**config.mk**
```make
export PLATFORM = sky130hd
export DESIGN_NAME = jtag_bscan_tap
export DESIGN_NICKNAME = d
export VERILOG_FILES = /design/src/rtl/jtag_bscan_tap.sv
export SDC_FILE = /design/constraint.sdc
export NUM_CORES = 1
export LEC_CHECK = 0
export CELL_PAD_IN_SITES_DETAIL_PLACEMENT = 0
export CELL_PAD_IN_SITES_GLOBAL_PLACEMENT = 1
export CORE_AREA = 8 8 132 134
export CTS_CLUSTER_SIZE = 25
export DETAILED_ROUTE_END_ITERATION = 10
export DIE_AREA = 0 0 140 142
export HOLD_SLACK_MARGIN = 0.02
export PLACE_DENSITY = 0.84
export RECOVER_POWER = 100
export SLEW_MARGIN = 25
export SYNTH_ARGS = -nofsm -noshare
export SYNTH_HDL_FRONTEND = slang
export SYNTH_SLANG_ARGS = --single-unit
```
**constraint.sdc**
```tcl
create_clock -name TCK -period 1.9 [get_ports TCK]
set_input_delay 0.38 -clock TCK [delete_from_list [all_inputs] [get_ports TCK]]
set_output_delay 0.38 -clock TCK [all_outputs]
set_load 0.01 [all_outputs]
```
**src/rtl/jtag_bscan_tap.sv**
```systemverilog
// IEEE 1149.1 TAP controller with a parametrised boundary-scan register, IDCODE and bypass.
// Optional INTEST instruction is built in when JTAG_BSCAN_INTEST_EN is defined.
module jtag_bscan_tap #(
  parameter int unsigned NI         = 34,
  parameter int unsigned NO         = 17,
  parameter int unsigned IR_W       = 4,
  parameter logic [31:0] IDCODE_VAL = 32'h1000_0001
) (
  input  logic          TCK,
  input  logic          TRST,
  input  logic          TMS,
  input  logic          TDI,
  output logic          TDO,
  input  logic [NI-1:0] sys_pin_in,
  output logic [NI-1:0] module_pin_in,
  input  logic [NO-1:0] module_pin_out,
  output logic [NO-1:0] sys_pin_out
);

  localparam int unsigned BSR_W = NI + NO;
  localparam int unsigned ID_W  = 32;

  localparam logic [IR_W-1:0] OP_EXTEST = '0;
  localparam logic [IR_W-1:0] OP_SAMPLE = IR_W'(1);
  localparam logic [IR_W-1:0] OP_IDCODE = IR_W'(2);
  localparam logic [IR_W-1:0] OP_BYPASS = '1;
  localparam logic [IR_W-1:0] IR_CAPT   = IR_W'(1);
`ifdef JTAG_BSCAN_INTEST_EN
  localparam logic [IR_W-1:0] OP_INTEST = IR_W'(3);
`endif

  typedef enum logic [3:0] {
    TLR, RTI,
    SEL_DR, CAP_DR, SH_DR, EX1_DR, PA_DR, EX2_DR, UPD_DR,
    SEL_IR, CAP_IR, SH_IR, EX1_IR, PA_IR, EX2_IR, UPD_IR
  } tap_state_e;

  typedef enum logic [2:0] {I_EXTEST, I_SAMPLE, I_IDCODE, I_INTEST, I_BYPASS} instr_e;

  tap_state_e        state_q, state_d;
  logic [IR_W-1:0]   ir_q, ir_d;
  logic [IR_W-1:0]   ir_sh_q, ir_sh_d;
  logic [BSR_W-1:0]  bsr_sh_q, bsr_sh_d;
  logic [NO-1:0]     out_up_q, out_up_d;
  logic [ID_W-1:0]   id_sh_q, id_sh_d;
  logic              byp_q, byp_d;
  logic              tdo_q, tdo_d;
  logic              dr_tdo;
  logic              sel_bsr;
  instr_e            instr;
`ifdef JTAG_BSCAN_INTEST_EN
  logic [NI-1:0]     in_up_q, in_up_d;
`endif

  // Instruction decode: all-ones and any unassigned opcode fall through to BYPASS.
  always_comb begin
    instr = I_BYPASS;
    if (ir_q == OP_BYPASS)      instr = I_BYPASS;
    else if (ir_q == OP_EXTEST) instr = I_EXTEST;
    else if (ir_q == OP_SAMPLE) instr = I_SAMPLE;
    else if (ir_q == OP_IDCODE) instr = I_IDCODE;
`ifdef JTAG_BSCAN_INTEST_EN
    else if (ir_q == OP_INTEST) instr = I_INTEST;
`endif
  end

`ifdef JTAG_BSCAN_INTEST_EN
  assign sel_bsr = (instr == I_EXTEST) || (instr == I_SAMPLE) || (instr == I_INTEST);
`else
  assign sel_bsr = (instr == I_EXTEST) || (instr == I_SAMPLE);
`endif

  assign dr_tdo = sel_bsr ? bsr_sh_q[0] : ((instr == I_IDCODE) ? id_sh_q[0] : byp_q);

  // TAP state transitions.
  always_comb begin
    state_d = state_q;
    case (state_q)
      TLR:     state_d = TMS ? TLR    : RTI;
      RTI:     state_d = TMS ? SEL_DR : RTI;
      SEL_DR:  state_d = TMS ? SEL_IR : CAP_DR;
      CAP_DR:  state_d = TMS ? EX1_DR : SH_DR;
      SH_DR:   state_d = TMS ? EX1_DR : SH_DR;
      EX1_DR:  state_d = TMS ? UPD_DR : PA_DR;
      PA_DR:   state_d = TMS ? EX2_DR : PA_DR;
      EX2_DR:  state_d = TMS ? UPD_DR : SH_DR;
      UPD_DR:  state_d = TMS ? SEL_DR : RTI;
      SEL_IR:  state_d = TMS ? TLR    : CAP_IR;
      CAP_IR:  state_d = TMS ? EX1_IR : SH_IR;
      SH_IR:   state_d = TMS ? EX1_IR : SH_IR;
      EX1_IR:  state_d = TMS ? UPD_IR : PA_IR;
      PA_IR:   state_d = TMS ? EX2_IR : PA_IR;
      EX2_IR:  state_d = TMS ? UPD_IR : SH_IR;
      UPD_IR:  state_d = TMS ? SEL_DR : RTI;
      default: state_d = TLR;
    endcase
  end

  // Instruction and data register datapath; pause and other states hold everything.
  always_comb begin
    ir_d     = ir_q;
    ir_sh_d  = ir_sh_q;
    bsr_sh_d = bsr_sh_q;
    out_up_d = out_up_q;
    id_sh_d  = id_sh_q;
    byp_d    = byp_q;
    tdo_d    = tdo_q;
`ifdef JTAG_BSCAN_INTEST_EN
    in_up_d  = in_up_q;
`endif
    case (state_q)
      CAP_IR: ir_sh_d = IR_CAPT;
      SH_IR: begin
        ir_sh_d = {TDI, ir_sh_q[IR_W-1:1]};
        tdo_d   = ir_sh_q[0];
      end
      UPD_IR: ir_d = ir_sh_q;
      CAP_DR: begin
        if (sel_bsr)                bsr_sh_d = {module_pin_out, sys_pin_in};
        else if (instr == I_IDCODE) id_sh_d  = IDCODE_VAL;
        else                        byp_d    = 1'b0;
      end
      SH_DR: begin
        if (sel_bsr)                bsr_sh_d = {TDI, bsr_sh_q[BSR_W-1:1]};
        else if (instr == I_IDCODE) id_sh_d  = {TDI, id_sh_q[ID_W-1:1]};
        else                        byp_d    = TDI;
        tdo_d = dr_tdo;
      end
      UPD_DR: begin
        if (sel_bsr) begin
          out_up_d = bsr_sh_q[BSR_W-1:NI];
`ifdef JTAG_BSCAN_INTEST_EN
          in_up_d  = bsr_sh_q[NI-1:0];
`endif
        end
      end
      default: ;
    endcase
    // Arriving in Test-Logic-Reset restores IDCODE (and so normal pin mode) on the same edge.
    if (state_d == TLR) ir_d = OP_IDCODE;
  end

  always_ff @(posedge TCK or negedge TRST) begin
    if (!TRST) begin
      state_q  <= TLR;
      ir_q     <= OP_IDCODE;
      ir_sh_q  <= '0;
      bsr_sh_q <= '0;
      out_up_q <= '0;
      id_sh_q  <= '0;
      byp_q    <= 1'b0;
`ifdef JTAG_BSCAN_INTEST_EN
      in_up_q  <= '0;
`endif
    end else begin
      state_q  <= state_d;
      ir_q     <= ir_d;
      ir_sh_q  <= ir_sh_d;
      bsr_sh_q <= bsr_sh_d;
      out_up_q <= out_up_d;
      id_sh_q  <= id_sh_d;
      byp_q    <= byp_d;
`ifdef JTAG_BSCAN_INTEST_EN
      in_up_q  <= in_up_d;
`endif
    end
  end

  // TDO launches on the falling edge so the next chip samples it cleanly on the rising edge.
  always_ff @(negedge TCK or negedge TRST) begin
    if (!TRST) tdo_q <= 1'b0;
    else       tdo_q <= tdo_d;
  end

  assign TDO = tdo_q;

`ifdef JTAG_BSCAN_INTEST_EN
  assign module_pin_in = (instr == I_INTEST) ? in_up_q : sys_pin_in;
  assign sys_pin_out   = ((instr == I_EXTEST) || (instr == I_INTEST)) ? out_up_q : module_pin_out;
`else
  assign module_pin_in = sys_pin_in;
  assign sys_pin_out   = (instr == I_EXTEST) ? out_up_q : module_pin_out;
`endif

endmodule

```
# After elaboration in Yosys (flattened, before gate mapping)
# Cells that the tools add are included.
# op_classes
muxes	37
n_reduce_logical	16
n_eq_ne	28
# op_table
cell	count
two-way mux 32 bit	4
two-way mux 51 bit	2
case mux 51 bit (2 select lines)	1
case mux 32 bit (2 select lines)	1
case mux 4 bit (12 select lines)	1
equality test 4 bit (second input constant)	9
two-way mux 4 bit	6
two-way mux 3 bit	6
two-way mux 17 bit	1
equality test 4 x 3 -> 1 bit (second input constant)	4
!= test 2 bit (second input constant)	8
equality test 4 x 2 -> 1 bit (second input constant)	3
zero test 4 bit	3
AND reduction 5 bit	2
two-way mux 1 bit	9
equality test 4 x 1 -> 1 bit (second input constant)	2
case mux 4 bit (2 select lines)	1
nonzero test 2 bit	4
two-way mux 2 bit	3
case mux 1 bit (2 select lines)	2
OR reduction 2 bit	2
equality test 3 x 1 -> 1 bit (second input constant)	1
equality test 3 x 2 -> 1 bit (second input constant)	1
zero test 3 bit	1
4 further kinds	4
# word_totals
output_inout_bits	52
elab_cells	89
input_bits	55
register_bits	114

# Longest topological paths before layout
# logic_depth
word_depth	9
ltp_mapped	6
mapped_depth_nobuf	3

==> results_dict.tcl <==
set metrics [dict create \
    viasPerCell 5.41 \
    seq_area_um2 2860 \
    clkSlewWorstSetupHoldPaths_ns 0.05 \
    fin_nets 623 \
    hpwl_um 8370 \
    arrival_ns 1.94 \
    cts_tree "yes" \
    avgSynthCellArea_um2 11.9 \
    synth_area_leaders "dfrtp_1 53%, a2bb2oi_1 8.5%, mux2_2 7.3%" \
    synth_seq_cells 114 \
    synthArstFlopShare 1.00 \
    crit_required_ns 1.52 \
    fmax_ghz 0.431 \
    period_needed_ns 2.32 \
    rows 46 \
    power_frac_seq 0.299 \
    maxSlewViolCount 114 \
    endpoint_kind "output pin" \
    worst_pin_slew_ns 1.53 \
    p_per_area_nw_per_um2 1720 \
    ant_nets 0 \
    vdd_drop_max_mv 0.932 \
    ys_types 54 \
    synth_ff_type "dfrtp_1" \
    initial_utilization 0.342 \
    cts_max_level 4 \
    cts_sinks 114 \
    clock_latency_ns 0.39 \
    fin_setup_tns_ns -10.95 \
    groute.usage.overall 0.153 \
    firstDrtPassIters 5 \
    timing.final.crit_share 1.22 \
    fin_skew_ns 0.0162 \
    p_sw_w 0.00471 \
    synth_area_um2 5270 \
    hold_buffers 0 \
    drv_cap 1 \
    fp.dieW_um 140 \
    status "complete, but fails checks" \
    cp_max_fo 5 \
    yosysSeqAreaShare 0.541 \
    violations "max-capacitance violations, max-slew violations, negative setup slack" \
    synth_top_area_share 0.532 \
    p_int_w 0.00919 \
    cts_root_buffer "clkbuf_16" \
    grt_max_degree 114 \
    most-common-layout-cells "110 x dfrtp_1, 75 x clkdlybuf4s50_1, 51 x a2bb2oi_2, 44 x buf_4, 40 x o22ai_1" \
    cts_buffer_depth 2 \
    final_common_cell "dfrtp_1" \
    wl_um 15000 \
    io_pins 107 \
    drive_above_1_share 0.399 \
    synth_warnings 0 \
    startpoint_type "flip-flop" \
    grt_pass1_wl_um 24300 \
    antenna_found_initial 0 \
    fill_cells 1269 \
    synth_fp_nets 497 \
    num_vias 4170 \
    p_comb_frac 0.477 \
    fp.coreArea_um2 15400 \
    diodes 0 \
    grt_pass1_vias 4538 \
    pre_cts_ws_ns -0.403 \
    multi_input_area_um2 2460 \
    final-setup-viol-count 74 \
    numCtsBuffers 17 \
    wl_per_cell_um 19.5 \
    finalWorstSetupSlack_ns -0.421 \
    place.gp.congestion 0.809 \
    synth_edf_count 0 \
    syn_inst 442 \
    area_growth_pct 53.4 \
    grt-ovfl-total 0 \
    chipHeight_um 142 \
    path_class "flip-flop to output pin" \
    dieArea_um2 19900 \
    finalHoldViolCount 0 \
    drcViolationCount 0 \
    p_leak_nw 3.43 \
    io_buffers 106 \
    drt_iter0_markers 211 \
    synth_top_cell_by_area "dfrtp_1" \
    slew_headroom -0.0170 \
    hp-class "flip-flop to flip-flop" \
    rsz0062_at_grt "true" \
    switching_share 0.339 \
    clkPwrFrac 0.224 \
]
[cell usage after synthesis (all sizes together) (3+ instances only)]
master / count
mux2i: 3
o22ai: 51
inv: 6
nor4b: 3
a22o: 30
a21oi: 5
o21ai: 7
mux2: 34
nand2: 12
a2bb2oi: 51
nor2: 5
dfrtp: 112
buf: 54
clkbuf: 22
[power by group through the flow]
| stage | Clock (W) | Sequential, W | Combinational [W] |
|---|---|---|---|
| 2_1_floorplan | 0 | 0.00377 | 0.00309 |
| 3_3_place_gp | 0 | 0.00397 | 0.00451 |
| 3_5_place_dp | 0 | 0.00402 | 0.00467 |
| 4_1_cts | 0.00315 | 0.00409 | 0.00674 |
| 5_1_grt | 0.00328 | 0.00429 | 0.00708 |
| 6_report | 0.00311 | 0.00416 | 0.00663 |
[registers in the layout, indices dropped and copies added, names as in the netlist]
name,cells
state_q,4
TDO,1
ir_sh_q,4
bsr_sh_q,51
byp_q,1
ir_q,4
out_up_q,17
id_sh_q,32
[layout make-up]
| cell class | instances | share of cell area |
|---|---|---|
| clock buffer | 22 | 0.0599 |
| clock inverter | 8 | 0.0128 |
| inverter | 6 | 0.00279 |
| multi-input combinational | 246 | 0.304 |
| sequential | 114 | 0.353 |
| tap | 192 | 0.0297 |
| timing repair buffer | 183 | 0.238 |
[stage by stage]
step	utilization	hold slack, ns	total power (W)	cell area (µm²)	instances
2_1_floorplan	-	0.0844	0.00686	5300	442
4_1_cts	0.523	0.148	0.0140	8070	773
3_3_place_gp	0.430	0.463	0.00848	6630	718
5_1_grt	0.524	0.512	0.0146	8090	771
6_report	0.524	0.493	0.0139	8090	771
3_5_place_dp	0.430	0.481	0.00868	6630	718
[logic make-up (layout without fill, tap and decap cells)]
logic type / Yosys count / count (layout) / synth area share
buf+inv: 82 / 219 / 0.0864
compound gates: 164 / 164 / 0.240
mux: 37 / 37 / 0.0783
flops: 114 / 114 / 0.541
xor+xnor: 1 / 1 / 0.00166
simple gates: 44 / 44 / 0.0520
[timing repair]
| action | in CTS | in global routing |
|---|---|---|
| pin swaps | 3 | 3 |
| buffers inserted | 17 | 3 |
| resized for setup | 180 | 21 |
| gates cloned | 9 | 0 |
| setup endpoints to repair | 70 | 71 |
[path summary, 6_finish.rpt]
check                                              end  slack [ns]  cells past startpoint              startpoint
worst min-delay path            ir_sh_q[1]$_DFFE_PN0P_        0.49                      2  ir_sh_q[1]$_DFFE_PN0P_
max in group asynchronous         state_q[0]$_DFF_PN0_        0.11                      2                    TRST
worst max-delay path                   sys_pin_out[10]       -0.42                      6     ir_q[0]$_DFFE_PN0P_
min in group asynchronous              TDO$_DFFE_NN0P_        0.69                      1                    TRST
worst max register to register         TDO$_DFFE_NN0P_       -0.39                      4     ir_q[3]$_DFFE_PN0P_
worst min register to register  ir_sh_q[1]$_DFFE_PN0P_        0.49                      2  ir_sh_q[1]$_DFFE_PN0P_
[critical path, cell delays in order (launching register included)]
cell	delay, ns
dfrtp_1	0.42
nor4_4	0.32
buf_6	0.16
buf_12	0.13
buf_6	0.10
mux2_4	0.29
buf_6	0.12
[per-layer routing]
layer	part of all wire	GRT usage	vias up
li1	-	-	1914
met3	0.057	0.0439	13
met5	0	0	-
met4	0.0096	0.0411	0
met2	0.51	0.266	113
met1	0.43	0.181	2130
Note: power is estimated with default switching activity, not from simulation.
